`src/rtl/io_input_port_pkg.sv`:
```
// Shared machine IO package: default bus width, debounce timing and the
// debounce FSM state encoding used by the input port and its debouncer.
package io_input_port_pkg;

    localparam int DATA_W_DEFAULT    = 8;
    localparam int DB_CYCLES_DEFAULT = 1000000;

    typedef logic [1:0] db_state_t;

    localparam logic [1:0] ST_LOW      = 2'd0;
    localparam logic [1:0] ST_CHK_HIGH = 2'd1;
    localparam logic [1:0] ST_HIGH     = 2'd2;
    localparam logic [1:0] ST_CHK_LOW  = 2'd3;

    // Debounced level is high while pressed or while a release is being confirmed.
    function automatic logic db_level(input db_state_t st);
        db_level = (st == ST_HIGH) || (st == ST_CHK_LOW);
    endfunction

endpackage

```
`src/rtl/btn_debounce.sv`:
```
// Two-flop synchronizer plus four-state debouncer for the capture button.
// Emits a single-cycle capture strobe when a press has been confirmed.
module btn_debounce
    import io_input_port_pkg::*;
#(
    parameter int DB_CYCLES = DB_CYCLES_DEFAULT
) (
    input  logic clk,
    input  logic rst_n,
    input  logic btn_raw,
    output logic btn_db,
    output logic capture
);

    localparam int                 CNT_W   = $clog2(DB_CYCLES + 1);
    localparam logic [CNT_W-1:0]   CNT_MAX = CNT_W'(DB_CYCLES);
    localparam logic [CNT_W-1:0]   CNT_ONE = CNT_W'(1'b1);
    localparam logic [CNT_W-1:0]   CNT_ZERO = CNT_W'(1'b0);

    logic             sync1_r;
    logic             sync2_r;
    db_state_t        state_r;
    db_state_t        state_nxt_s;
    logic [CNT_W-1:0] cnt_r;
    logic [CNT_W-1:0] cnt_nxt_s;
    logic             capture_s;
    logic             btn_db_r;

    // Bring the raw button into the clock domain before any decision uses it.
    always_ff @(posedge clk or negedge rst_n) begin
        if (!rst_n) begin
            sync1_r <= 1'b0;
            sync2_r <= 1'b0;
        end else begin
            sync1_r <= btn_raw;
            sync2_r <= sync1_r;
        end
    end

    // Next-state, counter and capture strobe decode.
    always_comb begin
        state_nxt_s = state_r;
        cnt_nxt_s   = cnt_r;
        capture_s   = 1'b0;
        case (state_r)
            ST_LOW: begin
                if (sync2_r) begin
                    state_nxt_s = ST_CHK_HIGH;
                    cnt_nxt_s   = CNT_ZERO;
                end else begin
                    state_nxt_s = ST_LOW;
                end
            end
            ST_CHK_HIGH: begin
                if (!sync2_r) begin
                    state_nxt_s = ST_LOW;
                end else if (cnt_r == CNT_MAX) begin
                    state_nxt_s = ST_HIGH;
                    capture_s   = 1'b1;
                end else begin
                    cnt_nxt_s = cnt_r + CNT_ONE;
                end
            end
            ST_HIGH: begin
                if (!sync2_r) begin
                    state_nxt_s = ST_CHK_LOW;
                    cnt_nxt_s   = CNT_ZERO;
                end else begin
                    state_nxt_s = ST_HIGH;
                end
            end
            ST_CHK_LOW: begin
                // A bounce back to 1 while confirming a release keeps the press.
                if (sync2_r) begin
                    state_nxt_s = ST_HIGH;
                end else if (cnt_r == CNT_MAX) begin
                    state_nxt_s = ST_LOW;
                end else begin
                    cnt_nxt_s = cnt_r + CNT_ONE;
                end
            end
            default: begin
                state_nxt_s = ST_LOW;
                cnt_nxt_s   = CNT_ZERO;
            end
        endcase
    end

    // FSM state, counter and registered debounced level.
    always_ff @(posedge clk or negedge rst_n) begin
        if (!rst_n) begin
            state_r  <= ST_LOW;
            cnt_r    <= CNT_ZERO;
            btn_db_r <= 1'b0;
        end else begin
            state_r  <= state_nxt_s;
            cnt_r    <= cnt_nxt_s;
            btn_db_r <= db_level(state_nxt_s);
        end
    end

    assign btn_db  = btn_db_r;
    assign capture = capture_s;

endmodule

```
`src/rtl/io_input_port.sv`:
```
// Switch input port: synchronizes the switch bus, debounces the capture
// button and holds the captured word with valid/overrun bookkeeping.
module io_input_port
    import io_input_port_pkg::*;
#(
    parameter int DATA_W    = DATA_W_DEFAULT,
    parameter int DB_CYCLES = DB_CYCLES_DEFAULT
) (
    input  logic              clk,
    input  logic              rst_n,
    input  logic [DATA_W-1:0] sw,
    input  logic              btnS,
    input  logic              rd_en,
    output logic [DATA_W-1:0] data_out,
    output logic              data_valid,
    output logic              overrun,
    output logic              btn_db
);

    localparam logic [DATA_W-1:0] WORD_ZERO = DATA_W'(1'b0);

    logic [DATA_W-1:0] sw_sync1_r;
    logic [DATA_W-1:0] sw_sync2_r;
    logic              capture_s;
    logic              read_s;
    logic [DATA_W-1:0] data_r;
    logic              valid_r;
    logic              overrun_r;

    // Two-flop synchronizer for the switch bus.
    always_ff @(posedge clk or negedge rst_n) begin
        if (!rst_n) begin
            sw_sync1_r <= WORD_ZERO;
            sw_sync2_r <= WORD_ZERO;
        end else begin
            sw_sync1_r <= sw;
            sw_sync2_r <= sw_sync1_r;
        end
    end

    btn_debounce #(
        .DB_CYCLES (DB_CYCLES)
    ) u_btn_debounce (
        .clk     (clk),
        .rst_n   (rst_n),
        .btn_raw (btnS),
        .btn_db  (btn_db),
        .capture (capture_s)
    );

    // A read only counts while there is an unread word to consume.
    assign read_s = rd_en && valid_r;

    // Capture register: a capture that coincides with a read is not an overrun.
    always_ff @(posedge clk or negedge rst_n) begin
        if (!rst_n) begin
            data_r    <= WORD_ZERO;
            valid_r   <= 1'b0;
            overrun_r <= 1'b0;
        end else begin
            if (capture_s) begin
                data_r  <= sw_sync2_r;
                valid_r <= 1'b1;
            end else if (read_s) begin
                valid_r <= 1'b0;
            end else begin
                valid_r <= valid_r;
            end

            if (capture_s && valid_r && !rd_en) begin
                overrun_r <= 1'b1;
            end else if (read_s) begin
                overrun_r <= 1'b0;
            end else begin
                overrun_r <= overrun_r;
            end
        end
    end

    assign data_out   = data_r;
    assign data_valid = valid_r;
    assign overrun    = overrun_r;

endmodule

```
`config.mk`:
```
export PLATFORM = sky130hd
export DESIGN_NAME = io_input_port
export DESIGN_NICKNAME = d
export VERILOG_FILES = /design/src/rtl/io_input_port_pkg.sv /design/src/rtl/btn_debounce.sv /design/src/rtl/io_input_port.sv
export SDC_FILE = /design/constraint.sdc
export NUM_CORES = 1
export LEC_CHECK = 0
export ABC_CLOCK_PERIOD_IN_PS = 3170
export CAP_MARGIN = 30
export CORE_MARGIN = 3
export CORE_UTILIZATION = 60
export CTS_BUF_LIST = sky130_fd_sc_hd__clkbuf_2
export DETAILED_ROUTE_END_ITERATION = 8
export PLACE_DENSITY = 0.89
export SLEW_MARGIN = 20
export SYNTH_ARGS = -nofsm -noshare
export SYNTH_HDL_FRONTEND = slang
export SYNTH_HIERARCHICAL = 1
export SYNTH_SLANG_ARGS = --single-unit
```
`constraint.sdc`:
```
create_clock -name clk -period 3.17 [get_ports clk]
set_input_delay 0.317 -clock clk [delete_from_list [all_inputs] [get_ports clk]]
set_output_delay 0.317 -clock clk [all_outputs]
set_load 0.1 [all_outputs]
```
==> results.toml <==
[synthesis]
synthDominantAreaCellType = "sky130_fd_sc_hd__dfrtp_1"
syn-cell-area_um2 = 2188
async_flop_share_pct = 100.0
count_of_warnings_emitted_by_yosys = 6
synth.top_cell.area_share_pct = 57.18
synth_sequential_area_ratio_pct = 57.18
synth_enable_flop_cells = 0
post-synth-top-count-cell = "sky130_fd_sc_hd__dfrtp_1"
synthesis.area_per_instance_um2 = 11.40
synthFlopType = "sky130_fd_sc_hd__dfrtp_1"
ys_top_cells_by_count = "sky130_fd_sc_hd__dfrtp_1 (50), sky130_fd_sc_hd__nand2_1 (18), sky130_fd_sc_hd__o21ai_0 (12)"
mappedNetlistNets = 206
yosysUniqueCellTypes = 42
synth_top_cells_by_area = "sky130_fd_sc_hd__dfrtp_1 (57%), sky130_fd_sc_hd__mux2_4 (5.5%), sky130_fd_sc_hd__o31ai_1 (3.8%)"
synthCells = 192
synth.ff_latch_count = 50

[timing]
post-route-min-period_ns = 2.422
timing.max_slew.rel_slack_pct = 34.33
layout_worst_path_cycle_share_pct = 76.39
setup_viol = 0
setup_tns_ns = 0
timing.final.hold_violations = 0
rsz0062_at_grt = "no"
timing_worst_slew_pin_value_ns = 0.9819
fmax_ghz = 0.4130
timing.final.max_slew_violations = 0
worst_clock_skew_ns = 0.02695

[placed_design]
hpwl_um = 3144
place_congestion = 0.8512
buffer_ports.inserted = 22
place_area_um2 = 2445

[setup_path]
critical_setup_path_kind = "register to output pin"
worst-path-buf-inv = 1
timing.critical_path.cells = "clkdlybuf4s50_1"
rr_endpoint = "u_btn_debounce/cnt_r[19]"
critical_path_arrival_ns = 2.10
critical-path-top-delay-family = "buffers and inverters"
crit_path_top_delay_cell = "sky130_fd_sc_hd__clkdlybuf4s50_1"
critical_path.startpoint_type = "register"
endpoint_kind = "output pin"
worst-endpoint-required_ns = 2.85
reg2reg_from = "u_btn_debounce/state_r[0]"
critPathMaxFanout = 5
timing.reg2reg.worst_path_depth = 5
crit_path_max_incr_delay_ns = 1.17
rrSetupSlack_ns = 1.00

[final_layout]
filler_cell_count = 246
finalInstanceArea_um2 = 2500
nNetsFinal = 229
post_route_cells_drive_above_1_share_pct = 11.57
n_antenna_cell = 0
area_growth_pct = 14.24

[floorplan]
floorplan_core_area_um2 = 3416
die-width_um = 66.39
dieHeight_um = 66.39
floorplan.io_pins = 23
die_area_um2 = 4408
rows = 21
start_util_pct = 64.07

[clocking]
clock_slew_at_the_register_clock_pins_of_the_worst_setup_and_hold_paths_ns = 0.25
clock_tree.root_cell = "sky130_fd_sc_hd__clkbuf_2"
cts-resized-gates = 0
tritoncts = "done"
clock_sink_count = 50
postCtsSetupBuffers = 0
cts_buffers = 5
htreeDepth = 2
clock_latency_ns = 0.42
hold_buffers = 1
clockBufferDepth = 2

[job]
drv_cap = 0

[routing]
drcViolationCount = 0
num_vias = 1627
antenna_violating_nets_post_route = 0
detail_route.wirelength_um = 4361
via_to_cell_ratio = 6.210
wire_length_on_met1_um = 1902
met3WireLength_um = 273
detail_route.iter0.violations = 132
routed-wl-met2_um = 2150
wire_per_inst_um = 16.65
top_signal_layer_used = "met4"
first_pass_iters = 5

[global_route]
grt_pass1_wl_um = 7741
pin_count_of_the_biggest_net_entering_global_routing = 31
groute.usage.overall_pct = 23.38
grt_antenna_before_repair = 0
number_of_global_route_vias_before_repair = 1619
grt.overflow.total = 0

[min_path]
hp-start = "sw[7]"
timing.hold.worst_endpoint = "sw_sync1_r[7]"
hp-class = "input port to register"
worst_hold_path.num_cells = 1

[pwr]
powerDensity_nw_per_um2 = 397.6
irDropWorstVdd_mv = 0.2918
p_leak_nw = 1.057

[run_status]
status = "complete, no violations"
how the worst max path moves through the flow:
stage	start	cells after the start	endpoint	slack, ns
after floorplan	u_btn_debounce/btn_db	5	u_btn_debounce/cnt_r[19]	1.15
after global placement	u_btn_debounce/cnt_r[0]	7	u_btn_debounce/cnt_r[5]	1.12
after detailed placement	u_btn_debounce/state_r[0]	6	data_out[0]	1.06
after CTS	u_btn_debounce/btn_db	1	btn_db	0.73
after global routing	u_btn_debounce/btn_db	1	btn_db	0.66
final	u_btn_debounce/btn_db	1	btn_db	0.75
flip-flops by register name, summed over array words and instances, names as in the netlist:
| name | count |
|---|---|
| sw_sync1_r | 8 |
| u_btn_debounce/sync1_r | 1 |
| u_btn_debounce/state_r | 1 |
| u_btn_debounce/btn_db | 1 |
| overrun | 1 |
| sw_sync2_r | 8 |
| u_btn_debounce/sync2_r | 1 |
| u_btn_debounce/cnt_r | 20 |
| data_out | 8 |
| data_valid | 1 |
cells in the final DEF, fill, tap and decap left out, types with 2 or more instances in the layout:
cell type                         netlist  routed
sky130_fd_sc_hd__a31oi_1                2       2
sky130_fd_sc_hd__a21oi_1                8       8
sky130_fd_sc_hd__clkbuf_2               0       5
sky130_fd_sc_hd__ha_1                   2       2
sky130_fd_sc_hd__nor2_1                 6       6
sky130_fd_sc_hd__nand4b_1               2       2
sky130_fd_sc_hd__clkdlybuf4s50_1        0      21
sky130_fd_sc_hd__o21ai_0               12      12
sky130_fd_sc_hd__inv_1                  8       8
sky130_fd_sc_hd__o21ai_1                6       6
sky130_fd_sc_hd__a22o_1                 2       2
sky130_fd_sc_hd__o41ai_1                2       2
sky130_fd_sc_hd__nor3_1                 3       3
sky130_fd_sc_hd__nor4_2                 2       2
sky130_fd_sc_hd__dfrtp_1               50      50
sky130_fd_sc_hd__nand2_1               18      18
sky130_fd_sc_hd__or3_1                  4       4
sky130_fd_sc_hd__nand4_1                3       3
sky130_fd_sc_hd__a21o_1                 2       2
sky130_fd_sc_hd__nand3_1                8       8
sky130_fd_sc_hd__o31ai_1               11      11
sky130_fd_sc_hd__and4b_1                2       2
sky130_fd_sc_hd__o21a_1                 2       2
sky130_fd_sc_hd__a41oi_1                2       2
sky130_fd_sc_hd__and3_1                 2       2
sky130_fd_sc_hd__nor4_1                 2       2
sky130_fd_sc_hd__mux2_4                 8       8
routing by layer:
metal,track usage [%],vias to the layer above
met2,37.30,71
met5,0,-
met3,4.082,7
met4,6.091,0
li1,-,753
met1,33.14,796
report_power, final:
part	internal, W	leakage, nW	switching [W]
clock network	0.0000546	0.0270	0.000202
registers	0.000657	0.647	0.0000152
logic	0.0000278	0.382	0.0000378
kinds of logic after synthesis:
group	share of synthesized area (%)
AOI/OAI and AO/OA	15.95
xor gates and xnor gates	0.8006
muxes	6.004
adders and majority gates	1.143
DFF	57.18
and+or+nand+nor	15.32
buffers and inverters	3.602
final cells by class:
class,instances,area [um^2],share of cell area (%)
repair buffers,25,252.7,10.11
inverters,8,30.03,1.201
flip-flops and latches,50,1251,50.05
clock buffers,5,25.02,1.001
multi-input cells,125,863.3,34.53
clock inverters,3,20.02,0.8008
well taps,46,57.56,2.302
metrics by stage:
stage	util (%)	hold slack [ns]	instances	power, W	setup slack [ns]
floorplan	-	0.02141	192	0.0007077	1.152
global placement	70.99	0.3324	252	0.0007400	1.121
detailed placement	71.58	0.3065	253	0.0007479	1.056
CTS	73.19	0.2675	262	0.0009965	0.7250
global route	73.19	0.2318	262	0.001036	0.6554
finish	73.19	0.2814	262	0.0009939	0.7484
No activity file was read; power rests on OpenSTA's default activity.
